### config.mk
export PLATFORM = sky130hd
export DESIGN_NAME = mem_port
export DESIGN_NICKNAME = d
export VERILOG_FILES = /design/src/rtl/mem_port_pkg.sv /design/src/rtl/mem_port_timer.sv /design/src/rtl/mem_port.sv
export SDC_FILE = /design/constraint.sdc
export NUM_CORES = 1
export LEC_CHECK = 0
export CELL_PAD_IN_SITES_DETAIL_PLACEMENT = 1
export CELL_PAD_IN_SITES_GLOBAL_PLACEMENT = 1
export CORE_MARGIN = 4
export CORE_UTILIZATION = 29
export CTS_CLUSTER_SIZE = 20
export DETAILED_ROUTE_END_ITERATION = 6
export PLACE_DENSITY_LB_ADDON = 0.25
export REMOVE_ABC_BUFFERS = 1
export SLEW_MARGIN = 20
export SYNTH_ARGS = -nofsm -noshare
export SYNTH_HDL_FRONTEND = slang
export SYNTH_SLANG_ARGS = --single-unit
### constraint.sdc
create_clock -name clk -period 2.8 [get_ports clk]
set_input_delay 0.28 -clock clk [delete_from_list [all_inputs] [get_ports clk]]
set_output_delay 0.28 -clock clk [all_outputs]
set_load 0.005 [all_outputs]
### src/rtl/mem_port_pkg.sv
// Shared types and default widths for the CPU memory port.
package mem_port_pkg;

  localparam int DEF_DATA_W  = 32;
  localparam int DEF_ADDR_W  = 9;
  localparam int DEF_TIMEOUT = 16;

  typedef enum logic [1:0] {
    ST_IDLE  = 2'd0,
    ST_READ  = 2'd1,
    ST_WRITE = 2'd2,
    ST_DONE  = 2'd3
  } state_t;

endpackage

### src/rtl/mem_port_timer.sv
// Watchdog cycle counter for memory accesses. Flags expiry on the cycle
// where TIMEOUT enabled cycles have been seen without a clear.
module mem_port_timer
  import mem_port_pkg::*;
#(
  parameter int TIMEOUT = DEF_TIMEOUT
) (
  input  logic clk,
  input  logic reset,
  input  logic clear,
  input  logic enable,
  output logic expired
);

  localparam int CNT_W = $clog2(TIMEOUT + 1);

  logic [CNT_W-1:0] cnt;

  // Count enabled cycles; clear wins, and the count holds once expired.
  always_ff @(posedge clk or posedge reset) begin
    if (reset) begin
      cnt <= '0;
    end else if (clear) begin
      cnt <= '0;
    end else if (enable && !expired) begin
      cnt <= cnt + CNT_W'(1);
    end
  end

  assign expired = enable && (cnt == CNT_W'(TIMEOUT - 1));

endmodule

### src/rtl/mem_port.sv
// CPU memory port: MAR/MDR registers plus a small read/write handshake FSM
// toward a memory with a completion strobe (mem_ack).
// Optional feature: define MEM_PORT_TIMEOUT_EN to add a watchdog that ends
// an unacknowledged access after TIMEOUT cycles and raises a sticky err.
module mem_port
  import mem_port_pkg::*;
#(
  parameter int DATA_W  = DEF_DATA_W,
  parameter int ADDR_W  = DEF_ADDR_W,
  parameter int TIMEOUT = DEF_TIMEOUT
) (
  input  logic              clk,
  input  logic              reset,
  input  logic [DATA_W-1:0] bus_in,
  input  logic              mar_load,
  input  logic              mdr_load,
  input  logic              mdr_out,
  input  logic              rd_req,
  input  logic              wr_req,
  output logic [DATA_W-1:0] bus_out,
  output logic              busy,
  output logic              done,
  output logic              err,
  output logic [ADDR_W-1:0] mem_addr,
  output logic [DATA_W-1:0] mem_wdata,
  output logic              mem_re,
  output logic              mem_we,
  input  logic [DATA_W-1:0] mem_rdata,
  input  logic              mem_ack
);

  state_t            state;
  state_t            state_nxt;
  logic [ADDR_W-1:0] mar;
  logic [DATA_W-1:0] mdr;
  logic              tmo_expired;

`ifdef MEM_PORT_TIMEOUT_EN
  logic tmo_en;
  logic err_q;
  logic req_accept;

  assign tmo_en     = (state == ST_READ) || (state == ST_WRITE);
  assign req_accept = (state == ST_IDLE) && (rd_req || wr_req);

  mem_port_timer #(
    .TIMEOUT (TIMEOUT)
  ) u_timer (
    .clk     (clk),
    .reset   (reset),
    .clear   (!tmo_en),
    .enable  (tmo_en),
    .expired (tmo_expired)
  );

  // err is set by a timeout that is not rescued by a same-cycle ack and
  // stays set until the next accepted request.
  always_ff @(posedge clk or posedge reset) begin
    if (reset) begin
      err_q <= 1'b0;
    end else if (req_accept) begin
      err_q <= 1'b0;
    end else if (tmo_expired && !mem_ack) begin
      err_q <= 1'b1;
    end
  end

  assign err = err_q;
`else
  assign tmo_expired = 1'b0;
  assign err         = 1'b0;

  // TIMEOUT only matters with the watchdog; keep it referenced so the
  // parameter list is identical in both builds.
  if (TIMEOUT < 1) begin : g_tmo_unused
  end
`endif

  // FSM state register.
  always_ff @(posedge clk or posedge reset) begin
    if (reset) begin
      state <= ST_IDLE;
    end else begin
      state <= state_nxt;
    end
  end

  // Next-state and decoded control outputs; read wins over write.
  always_comb begin
    state_nxt = state;
    mem_re    = 1'b0;
    mem_we    = 1'b0;
    busy      = 1'b1;
    done      = 1'b0;
    case (state)
      ST_IDLE: begin
        busy = 1'b0;
        if (rd_req) begin
          state_nxt = ST_READ;
        end else if (wr_req) begin
          state_nxt = ST_WRITE;
        end
      end
      ST_READ: begin
        mem_re = 1'b1;
        if (mem_ack || tmo_expired) begin
          state_nxt = ST_DONE;
        end
      end
      ST_WRITE: begin
        mem_we = 1'b1;
        if (mem_ack || tmo_expired) begin
          state_nxt = ST_DONE;
        end
      end
      ST_DONE: begin
        done      = 1'b1;
        state_nxt = ST_IDLE;
      end
      default: begin
        state_nxt = ST_IDLE;
      end
    endcase
  end

  // MAR/MDR: bus loads only while idle; read data lands in MDR on ack.
  always_ff @(posedge clk or posedge reset) begin
    if (reset) begin
      mar <= '0;
      mdr <= '0;
    end else begin
      if (state == ST_IDLE) begin
        if (mar_load) begin
          mar <= bus_in[ADDR_W-1:0];
        end
        if (mdr_load) begin
          mdr <= bus_in;
        end
      end else if ((state == ST_READ) && mem_ack) begin
        mdr <= mem_rdata;
      end
    end
  end

  assign mem_addr  = mar;
  assign mem_wdata = mdr;
  assign bus_out   = mdr_out ? mdr : '0;

endmodule
==> metrics.sh <==
CLOCK.FMAX_MHz=444.6
FINALPOWER_W=0.003909
SYNTH.DISTINCT_CELLS=18
DRT_PASS1_ITERATIONS=3
MAXCAPVIOLCOUNT=0
REGISTER_AREA_UM2=1076
PATH_DELAY_FAMILY='buffers and inverters'
FINAL_CELL_AREA_UM2=4010
FINALSETUPVIOLATIONS=0
MIN-DELAY-PATH-CLASS='input port to asynchronous set/reset pin'
UNREPAIRED_SETUP_ENDPOINTS_AFTER_GLOBAL_ROUTING='no'
SYNTH_TOP_CELL_BY_AREA='dfrtp_1'
CLOCK_TREE.BUFFER_DEPTH=2
PATH_MAX_FANOUT=32
CTS.ROOT.BUFFER_CELL='clkbuf_8'
CRITICAL_PATH_BUF_INV_COUNT=2
CELLPOWERDENSITY_nW_PER_UM2=974.8
PIN_COUNT=150
FINALWORSTPATHREQUIREDPERIOD_NS=2.249
MULTI_INPUT_COMB_AREA_UM2=1166
PATH_CLK_SLEW_NS=0.08
SYNTH_COMMON_CELLS='mux2_2, dfrtp_1, and2_1'
CRITICAL_PATH_START_END_CLASSIFICATION='flip-flop to flip-flop'
REG2REGPATHDEPTH=6
CRITICAL_PATH.STARTPOINT_TYPE='flip-flop'
CRITICAL_PATH_REQUIRED_NS=2.97
CRIT_CHAIN='inv_1 > ha_2 > and3b_1 > a21oi_4 > buf_4 > mux2_2'
CRIT_END_ELEMENT='flip-flop'
FIN_WORST_SKEW_NS=0.006824
WORSTREG2REGEND='mem_wdata[17]'
AREA_DELTA_SYNTH_FINAL_PCT=71.85
LEAKAGEPOWER_nW=1.626
POST-ROUTE-DRC-COUNT=0
POWER.IR.VDD_WORST_V=0.0003996
LAYOUT.NETS=403
FIN_UTIL_PCT=51.63
TIMING.SLEW.HEADROOM_PCT=38.13
ANT_NETS=0
MOST_AREA_CONSUMING_CELLS_AFTER_SYNTHESIS='dfrtp_1, mux2_2, and2_1'
POSTSYNTH.ASYNCRESETSHARE_PCT=100.0
SLEW_VIOLATIONS=0
YOSYSSEQAREASHARE_PCT=46.11
WORST_PATH_LARGEST_CELL_DELAY_NS=0.45
STATUS='finished clean'
SYNTH.AVG_CELL_AREA_UM2=13.04
WORST-SLEW-PIN-TRANSITION_NS=0.9267
FINAL_LAYOUT_SIZE_SUFFIX_GT1_SHARE_PCT=25.38
CTSHTREEMAXLEVEL=2
GR_OVFL_TOTAL=0
GRTUSAGETOTAL_PCT=14.60
ROUTED_WIRELENGTH_MM=6.961
POST-SYNTH-TOP-COUNT-CELL='mux2_2'
SYNTHESIS.INSTANCES=179
SYNTH_TOP_AREA_SHARE_PCT=46.11
ANTENNA_FOUND_INITIAL=0
HOLD_BUFFER_COUNT_AT_CTS=0
CPMAXSTAGEDELAYCELL='ha_2'
FF2FF_SETUP_SLACK_NS=0.55
SYNTH_ENABLE_FLOP_CELLS=0
INITIALDRTVIOLATIONCOUNT=29
PERIOD_SHARE_PCT=80.33
NUMCLOCKSINKS=43
YOSYS_REGISTER_BITS=43
FP.COREAREA_UM2=7767
FIRST_GLOBAL_VIAS=2166
ARRIVAL_NS=2.42
PLACEMENT_ROWS=32
CHIPWIDTH_UM=97.70
INSERTEDDIODECOUNT=0
HOLD_VIOL=0
SYNTH_FLOP_CELL='dfrtp_1'
FLOORPLAN.DIE_AREA_UM2=9545
GRT_MAX_DEGREE=44
SYN-CELL-AREA_UM2=2333
VIAS_PER_CELL=4.450
POST-CTS-SETUP-BUFFER-COUNT=0
PLACE.GP.CONGESTION=0.6921
TRITONCTS='done'
CRITICAL_PATH.REG2REG.STARTPOINT='state[0]'
FP.DIEH_UM=97.70
CLKLATENCYLATEPIN_NS=0.29
SETUP-TNS-FINAL_NS=0
STARTING_DENSITY_OF_THE_CORE_PCT=30.04
FINAL.FILL_COUNT=835
TRITONCTS.NUM_BUFFERS=5
DPL-INSTANCE-AREA_UM2=3892
POST_CTS_RESIZED=0
DRT-WIRELENGTH-PER-CELL_UM=16.23
YOSYSWARNINGCOUNT=0
POST-DP-HPWL_MM=5.418
BUFFER_PORTS.INSERTED=148
WIRE_LENGTH_OF_THE_FIRST_GLOBAL_ROUTING_PASS_MM=11.23
VIAS_AFTER_DETAILED_ROUTING=1909
flip-flops by register name (all words and copies together) (netlist names):
signal / flops
mem_addr: 9
state: 2
mem_wdata: 32
cells by family (layout without fill, tap and decap cells):
family	after synthesis	after routing	share of synthesized area [%]
other	1	1	0.1607
AO/OA/AOI/OAI	4	4	1.662
multiplexers	75	75	36.09
buffers and inverters	16	164	4.021
adder cells (fa/ha/maj)	5	5	2.681
flip-flops	43	43	46.11
AND/OR/NAND/NOR	35	35	9.276
stage by stage:
stage               std cells  hold slack, ns  setup slack, ns
floorplan                 168          0.4306         -0.04925
global placement          421          0.4889           0.5440
detailed placement        421          0.4964           0.5056
CTS                       429          0.5187           0.4990
global route              429          0.5300           0.3914
finish                    429          0.5153           0.5506
metal layers:
| layer | track usage [%] | vias up | wire length [µm] |
|---|---|---|---|
| met1 | 16.68 | 927 | 2760 |
| met4 | 1.917 | 0 | 25 |
| met3 | 6.748 | 2 | 634 |
| li1 | - | 899 | - |
| met5 | 0 | - | 0 |
| met2 | 25.67 | 81 | 3540 |
cell type report:
| cell class | instances | area share (%) |
|---|---|---|
| timing repair buffer | 151 | 37.50 |
| clock inverter | 2 | 0.8736 |
| inverter | 5 | 0.4680 |
| multi-input combinational | 120 | 29.08 |
| sequential | 43 | 26.83 |
| tap | 102 | 3.183 |
| clock buffer | 6 | 2.059 |
report_power, final:
group | leakage [nW] | internal [W] | switching (W) | total, W
clock network | 0.0612 | 0.000289 | 0.000214 | 0.000503
registers | 0.506 | 0.000952 | 0.000216 | 0.00117
logic | 1.06 | 0.00151 | 0.000730 | 0.00224
worst register-to-register path, cell delays in order, from the launching register on:
cell	delay [ns]
dfrtp_1	0.41
inv_1	0.13
ha_2	0.45
and3b_1	0.26
a21oi_4	0.10
buf_4	0.39
mux2_2	0.41
cells in the final DEF (no fill, tap or decap), drive strengths merged:
cell           instances
a21oi                  1
and2                  32
and3b                  1
buf                    3
bufinv                 1
clkbuf                 6
clkdlybuf4s50        148
clkinv                 1
conb                   1
dfrtp                 43
ha                     5
inv                    5
mux2                  73
mux2i                  2
nand2                  2
o21a                   1
o21ai                  1
o32a                   1
worst max path at each step:
stage / start / endpoint / cells after the start
4_1_cts: state[0] / mem_wdata[17] / 6
2_1_floorplan: state[0] / mem_wdata[0] / 5
3_5_place_dp: state[0] / mem_wdata[3] / 6
6_report: state[0] / mem_wdata[17] / 6
5_1_grt: state[0] / mem_wdata[17] / 6
3_3_place_gp: mdr_out / bus_out[1] / 4
Power figures use the tool's default switching activity.
